--- config.mk ---
export PLATFORM = sky130hd
export DESIGN_NAME = vga_grid_renderer
export DESIGN_NICKNAME = d
export VERILOG_FILES = /design/src/rtl/vga_grid_pkg.sv /design/src/rtl/grid_req_fifo.sv /design/src/rtl/vga_grid_renderer.sv
export SDC_FILE = /design/constraint.sdc
export NUM_CORES = 1
export LEC_CHECK = 0
export CAP_MARGIN = 30
export CORE_MARGIN = 1.5
export CORE_UTILIZATION = 46
export CTS_CLUSTER_SIZE = 8
export DETAILED_ROUTE_END_ITERATION = 12
export GPL_ROUTABILITY_DRIVEN = 0
export PLACE_DENSITY = 0.67
export SLEW_MARGIN = 20
export SYNTH_ARGS = -nofsm -noshare
export SYNTH_HDL_FRONTEND = slang
export SYNTH_SLANG_ARGS = --single-unit
--- constraint.sdc ---
create_clock -name CLOCK_50 -period 5.2 [get_ports CLOCK_50]
set_input_delay 1.56 -clock CLOCK_50 [delete_from_list [all_inputs] [get_ports CLOCK_50]]
set_output_delay 1.56 -clock CLOCK_50 [all_outputs]
set_load 0.02 [all_outputs]
--- src/rtl/vga_grid_pkg.sv ---
// Shared types and constants for the sequencer step-grid painter.
package vga_grid_pkg;

  typedef enum logic [1:0] {
    KIND_OFF      = 2'd0,
    KIND_ON       = 2'd1,
    KIND_CURSOR   = 2'd2,
    KIND_PLAYHEAD = 2'd3
  } req_kind_e;

  typedef enum logic [1:0] {
    S_INIT_WAIT = 2'd0,
    S_INIT_FILL = 2'd1,
    S_IDLE      = 2'd2,
    S_CELL_FILL = 2'd3
  } state_e;

  typedef struct packed {
    logic [3:0] col;
    logic [3:0] row;
    req_kind_e  kind;
  } grid_req_t;

  localparam int REQ_W = $bits(grid_req_t);

  localparam logic [8:0] WHITE = 9'h1FF;
  localparam logic [8:0] BLUE  = 9'h007;
  localparam logic [8:0] RED   = 9'h1C0;
  localparam logic [8:0] GREEN = 9'h038;

  localparam int SCREEN_W = 640;
  localparam int SCREEN_H = 480;

  function automatic logic [8:0] kind_color(req_kind_e k);
    logic [8:0] c;
    unique case (k)
      KIND_OFF:      c = WHITE;
      KIND_ON:       c = BLUE;
      KIND_CURSOR:   c = RED;
      KIND_PLAYHEAD: c = GREEN;
    endcase
    return c;
  endfunction

endpackage

--- src/rtl/grid_req_fifo.sv ---
// Small synchronous FIFO holding pending cell redraw requests.
module grid_req_fifo #(
  parameter int W     = 10,
  parameter int DEPTH = 4
) (
  input  logic         clk,
  input  logic         rst,
  input  logic         wr_en,
  input  logic [W-1:0] wr_data,
  input  logic         rd_en,
  output logic [W-1:0] rd_data,
  output logic         full,
  output logic         empty
);

  localparam int AW = $clog2(DEPTH);

  logic [W-1:0] mem_q [DEPTH];
  logic [AW:0]  wr_ptr_q, wr_ptr_d;
  logic [AW:0]  rd_ptr_q, rd_ptr_d;
  logic         do_wr, do_rd;

  assign empty = (wr_ptr_q == rd_ptr_q);
  assign full  = (wr_ptr_q[AW] != rd_ptr_q[AW]) &&
                 (wr_ptr_q[AW-1:0] == rd_ptr_q[AW-1:0]);
  assign do_wr = wr_en && !full;
  assign do_rd = rd_en && !empty;
  assign rd_data = mem_q[rd_ptr_q[AW-1:0]];

  always_comb begin
    wr_ptr_d = wr_ptr_q + (AW+1)'(do_wr);
    rd_ptr_d = rd_ptr_q + (AW+1)'(do_rd);
  end

  always_ff @(posedge clk or posedge rst) begin
    if (rst) begin
      wr_ptr_q <= '0;
      rd_ptr_q <= '0;
    end else begin
      wr_ptr_q <= wr_ptr_d;
      rd_ptr_q <= rd_ptr_d;
    end
  end

  // Storage needs no reset; the pointers define what is valid.
  always_ff @(posedge clk) begin
    if (do_wr) mem_q[wr_ptr_q[AW-1:0]] <= wr_data;
  end

endmodule

--- src/rtl/vga_grid_renderer.sv ---
// Step-grid painter: initial white fill, then queued per-cell redraws,
// one pixel per clock towards the VGA adapter.
module vga_grid_renderer
  import vga_grid_pkg::*;
#(
  parameter int COLS        = 12,
  parameter int ROWS        = 12,
  parameter int CELL        = 31,
  parameter int PITCH       = 33,
  parameter int X0          = 214,
  parameter int Y0          = 32,
  parameter int BORDER      = 3,
  parameter int COLOR_DEPTH = 9,
  parameter int FIFO_DEPTH  = 4
) (
  input  logic                   CLOCK_50,
  input  logic                   Reset,
  input  logic                   vga_ready,
  input  logic                   req_valid,
  output logic                   req_ready,
  input  logic [3:0]             req_col,
  input  logic [3:0]             req_row,
  input  logic [1:0]             req_kind,
  output logic [9:0]             pix_x,
  output logic [8:0]             pix_y,
  output logic [COLOR_DEPTH-1:0] pix_color,
  output logic                   pix_write,
  output logic                   init_done,
  output logic                   busy,
  output logic                   req_err
);

  localparam int X_MAX = X0 + (COLS-1)*PITCH + CELL - 1;
  localparam int Y_MAX = Y0 + (ROWS-1)*PITCH + CELL - 1;

  if (X_MAX >= SCREEN_W || Y_MAX >= SCREEN_H) begin : g_geom_err
    $error("grid geometry exceeds the screen");
  end

  state_e    state_q, state_d;
  logic [5:0] dx_q, dx_d, dy_q, dy_d;
  logic [3:0] col_q, col_d, row_q, row_d;
  req_kind_e kind_q, kind_d;
  logic [9:0] pix_x_q, pix_x_d;
  logic [8:0] pix_y_q, pix_y_d;
  logic [COLOR_DEPTH-1:0] pix_color_q, pix_color_d;
  logic pix_write_q, pix_write_d;
  logic init_done_q, init_done_d;
  logic req_err_q, req_err_d;

  grid_req_t wr_req, head;
  logic fifo_full, fifo_empty, push, pop, load;
  logic last_dx, last_dy, last_pix, last_col, last_row, last_cell;
  logic head_ok, painting, on_border;
  logic [9:0] cur_x;
  logic [8:0] cur_y;

  assign wr_req = '{col: req_col, row: req_row,
                    kind: req_kind_e'(req_kind)};
  assign push = req_valid && !fifo_full;

  grid_req_fifo #(
    .W     (REQ_W),
    .DEPTH (FIFO_DEPTH)
  ) u_fifo (
    .clk     (CLOCK_50),
    .rst     (Reset),
    .wr_en   (push),
    .wr_data (wr_req),
    .rd_en   (pop),
    .rd_data (head),
    .full    (fifo_full),
    .empty   (fifo_empty)
  );

  assign last_dx   = (dx_q == 6'(CELL-1));
  assign last_dy   = (dy_q == 6'(CELL-1));
  assign last_pix  = last_dx && last_dy;
  assign last_col  = (col_q == 4'(COLS-1));
  assign last_row  = (row_q == 4'(ROWS-1));
  assign last_cell = last_col && last_row;
  assign head_ok   = ({1'b0, head.col} < 5'(COLS)) &&
                     ({1'b0, head.row} < 5'(ROWS));
  assign painting  = (state_q == S_INIT_FILL) ||
                     (state_q == S_CELL_FILL);
  assign on_border = (dx_q < 6'(BORDER)) ||
                     (dx_q >= 6'(CELL-BORDER)) ||
                     (dy_q < 6'(BORDER)) ||
                     (dy_q >= 6'(CELL-BORDER));
  assign cur_x = 10'(X0) + 10'(col_q) * 10'(PITCH) + 10'(dx_q);
  assign cur_y = 9'(Y0) + 9'(row_q) * 9'(PITCH) + 9'(dy_q);

  always_ff @(posedge CLOCK_50 or posedge Reset) begin
    if (Reset) state_q <= S_INIT_WAIT;
    else       state_q <= state_d;
  end

  // Out-of-range entries are popped but never start a fill.
  always_comb begin
    state_d = state_q;
    pop     = 1'b0;
    load    = 1'b0;
    unique case (state_q)
      S_INIT_WAIT: if (vga_ready) state_d = S_INIT_FILL;
      S_INIT_FILL: if (last_pix && last_cell) state_d = S_IDLE;
      S_IDLE: begin
        if (!fifo_empty) begin
          pop = 1'b1;
          if (head_ok) begin
            load    = 1'b1;
            state_d = S_CELL_FILL;
          end
        end
      end
      S_CELL_FILL: begin
        if (last_pix) begin
          state_d = S_IDLE;
          if (!fifo_empty) begin
            pop = 1'b1;
            if (head_ok) begin
              load    = 1'b1;
              state_d = S_CELL_FILL;
            end
          end
        end
      end
    endcase
  end

  always_comb begin
    dx_d        = dx_q;
    dy_d        = dy_q;
    col_d       = col_q;
    row_d       = row_q;
    kind_d      = kind_q;
    pix_x_d     = pix_x_q;
    pix_y_d     = pix_y_q;
    pix_color_d = pix_color_q;
    pix_write_d = 1'b0;
    init_done_d = init_done_q || (state_q == S_IDLE);
    req_err_d   = push && (({1'b0, req_col} >= 5'(COLS)) ||
                           ({1'b0, req_row} >= 5'(ROWS)));
    if (painting) begin
      pix_x_d = cur_x;
      pix_y_d = cur_y;
      if (state_q == S_INIT_FILL) begin
        pix_color_d = COLOR_DEPTH'(WHITE);
        pix_write_d = 1'b1;
      end else begin
        pix_color_d = COLOR_DEPTH'(kind_color(kind_q));
        pix_write_d = (kind_q != KIND_CURSOR) || on_border;
      end
      dx_d = last_dx ? 6'd0 : dx_q + 6'd1;
      if (last_dx) dy_d = last_dy ? 6'd0 : dy_q + 6'd1;
      if (state_q == S_INIT_FILL && last_pix) begin
        col_d = last_col ? 4'd0 : col_q + 4'd1;
        if (last_col) row_d = last_row ? 4'd0 : row_q + 4'd1;
      end
    end
    if (load) begin
      col_d  = head.col;
      row_d  = head.row;
      kind_d = head.kind;
      dx_d   = 6'd0;
      dy_d   = 6'd0;
    end
  end

  always_ff @(posedge CLOCK_50 or posedge Reset) begin
    if (Reset) begin
      dx_q        <= '0;
      dy_q        <= '0;
      col_q       <= '0;
      row_q       <= '0;
      kind_q      <= KIND_OFF;
      pix_x_q     <= 10'(X0);
      pix_y_q     <= 9'(Y0);
      pix_color_q <= '0;
      pix_write_q <= 1'b0;
      init_done_q <= 1'b0;
      req_err_q   <= 1'b0;
    end else begin
      dx_q        <= dx_d;
      dy_q        <= dy_d;
      col_q       <= col_d;
      row_q       <= row_d;
      kind_q      <= kind_d;
      pix_x_q     <= pix_x_d;
      pix_y_q     <= pix_y_d;
      pix_color_q <= pix_color_d;
      pix_write_q <= pix_write_d;
      init_done_q <= init_done_d;
      req_err_q   <= req_err_d;
    end
  end

  assign pix_x     = pix_x_q;
  assign pix_y     = pix_y_q;
  assign pix_color = pix_color_q;
  assign pix_write = pix_write_q;
  assign init_done = init_done_q;
  assign req_err   = req_err_q;
  assign req_ready = !fifo_full;
  assign busy      = (state_q != S_IDLE) || !fifo_empty;

endmodule
==> results.tsv <==
metric	value	unit
fmax	0.266	GHz
yosys.area.top_type	dfrtp_1	
cts_tree	yes	
crit_type	reg -> out	
power_density	260	nW/um^2
synthSimpleGateAreaFrac	0.0884	
r2r_start	col_q[2]	
holdWs	0.477	ns
synth_nets	480	
syn-instance-count	412	
vias	3281	
drv_slew	0	
slew_headroom	0.496	
fp.coreArea	10800	um^2
place_area	5650	um^2
avgViaCountPerCell	5.45	
dieArea	11700	um^2
chipHeight	108	um
antenna_found_initial	0	
finalCritPeriodShare	0.722	
tightest_slew	0.749	ns
layout-drive-gt1-share	0.0974	
die_x	108	um
routedWlPerCell	15.4	um
fin_nets	525	
post_cts_resized	0	
clock-sinks	95	
r2r_cells	10	
synth_edf_count	40	
synth_top_area_share	0.241	
synthAdderAreaFrac	0.140	
power	1520	uW
synth_seq_area_share	0.509	
final_cell_mix	ha_1, dfrtp_1, clkdlybuf4s50_1, edfxtp_1, nand2_1	
hp-start	init_done	
synth_cell_types	55	
ys.flop_type	dfrtp_1	
portBuffers	46	
min_path_cells	1	
crit_path_max_fanout	12	
holdBufCountCts	0	
rows	38	
final_cell_area	5840	um^2
post_cts_buffers	0	
nFillCells	932	
drt_wl_total	9.29	mm
max_stage_delay	0.72	ns
yosysWarnings	0	
grt_setup_unrepaired	no	
synth_xor_area_frac	0.0224	
drtIter0Drc	113	
r2r-end	pix_x[8]	
synth_area	5080	um^2
cp-end-kind	output port	
status	complete, no violations	
clockBufferDepth	2	
synthArstFlopShare	0.579	
synthTopCellsByArea	dfrtp_1, edfxtp_1, ha_1	
avgSynthCellArea	12.3	um^2
path_buf_inv	1	
synth_seq_cells	95	
ctsHtreeMaxLevel	3	
grt_pass1_vias	3217	
finalHoldViolCount	0	
grt_max_degree	45	
cp_cell_sequence	xor2_1 -> nor2_1 -> nand4b_1 -> clkdlybuf4s50_1	
synth_top_family_by_area	adder cells	
io_pins	47	
finClkSkew	0.00992	ns
r2r_setup_slack	2.08	ns
place_hpwl	6.84	mm
dr.pass1.iters	4	
crit_arrival	2.20	ns
final_antenna_net_count	0	
clk_latency	0.37	ns
cp_top_family	flip-flops	
syn_to_final_growth	15.0	%
p_leak	0.00258	uW
grt_first_pass_wirelength	15.7	mm
n_antenna_cell	0	
dp_slack	1.84	ns
fin_crit	3.76	ns
drt_drc_violations_left	0	
setup_viol	0	
slowest_stage	dfrtp_1	
crit_path_start_kind	flop	
yosys-mux-area-fraction	0.0908	
setup_ws	1.44	ns
crit_required	3.64	ns
min_path_type	reg -> reg	
ir_drop	0.000203	V
min_to	init_done	
start_util	0.471	
cts_buffers	9	
grtUsageTotal	0.174	
root_buffer	clkbuf_8	
setup_tns	0	ns
path_clk_slew	0.10	ns
grt-ovfl-total	0	
synth_compound_area_frac	0.108	
cap_violations	0	
## cell usage after synthesis, types with 6 or more instances
| library cell | number |
|---|---|
| buf_4 | 6 |
| a21oi_1 | 19 |
| o21ai_0 | 17 |
| clkbuf_1 | 7 |
| mux2_2 | 12 |
| dfrtp_1 | 49 |
| nor2_1 | 19 |
| ha_1 | 49 |
| dfstp_2 | 6 |
| mux4_1 | 7 |
| inv_1 | 28 |
| nand3_1 | 12 |
| xnor2_1 | 8 |
| mux2i_1 | 6 |
| nand2_1 | 29 |
| edfxtp_1 | 40 |
| a31oi_1 | 7 |
| a21o_1 | 7 |
## power by group
part / switching, uW / internal (uW)
clock: 293 / 189
combinational: 83.8 / 60.7
sequential: 30.6 / 865
## registers in the layout, summed over array words and instances (netlist names)
signal           cells
u_fifo.mem_q        40
state_q              2
init_done            1
row_q                4
pix_write            1
dy_q                 6
pix_y                9
pix_x               10
u_fifo.wr_ptr_q      3
dx_q                 6
col_q                4
kind_q               2
req_err              1
u_fifo.rd_ptr_q      3
pix_color            3
## per-stage QoR
| stage | utilization | std cells |
|---|---|---|
| 2_1_floorplan | - | 412 |
| 4_1_cts | 0.541 | 602 |
| 3_5_place_dp | 0.524 | 586 |
| 3_3_place_gp | 0.523 | 585 |
| 5_1_grt | 0.541 | 602 |
| 6_report | 0.541 | 602 |
## metal layers
metal | up-vias | track usage | wire length, um
met2 | 52 | 0.290 | 4510
met1 | 1614 | 0.222 | 4310
met3 | 9 | 0.0446 | 335
met5 | - | 0 | 0
met4 | 0 | 0.0564 | 129
li1 | 1606 | - | -
## cells by family (layout without fill, tap and decap cells)
kind of cell / after synthesis / count (layout)
AOI/OAI and AO/OA: 83 / 83
xor gates and xnor gates: 13 / 13
adders and majority gates: 54 / 54
buffers and inverters: 46 / 96
DFF: 95 / 95
muxes: 29 / 29
and+or+nand+nor: 92 / 92
## cell type report
class                   count  area (um^2)  area share
flip-flops and latches     95         2580       0.442
repair buffers             52          503      0.0861
clock buffers               9          124      0.0212
multi-input cells         271         2280       0.391
inverters                  28          105      0.0180
clock inverters             7         66.3      0.0113
well taps                 140          175      0.0300
## how the worst max path moves through the flow
stage / start / end / slack (ns) / cells past startpoint
after floorplan: col_q[2] / pix_x[8] / 2.29 / 10
after global placement: u_fifo.rd_ptr_q[0] / busy / 1.88 / 4
after detailed placement: u_fifo.rd_ptr_q[0] / busy / 1.84 / 4
after CTS: u_fifo.rd_ptr_q[0] / busy / 1.43 / 4
after global routing: u_fifo.rd_ptr_q[0] / busy / 1.31 / 4
final: u_fifo.rd_ptr_q[0] / busy / 1.44 / 4
No activity file was read; power rests on OpenSTA's default activity.
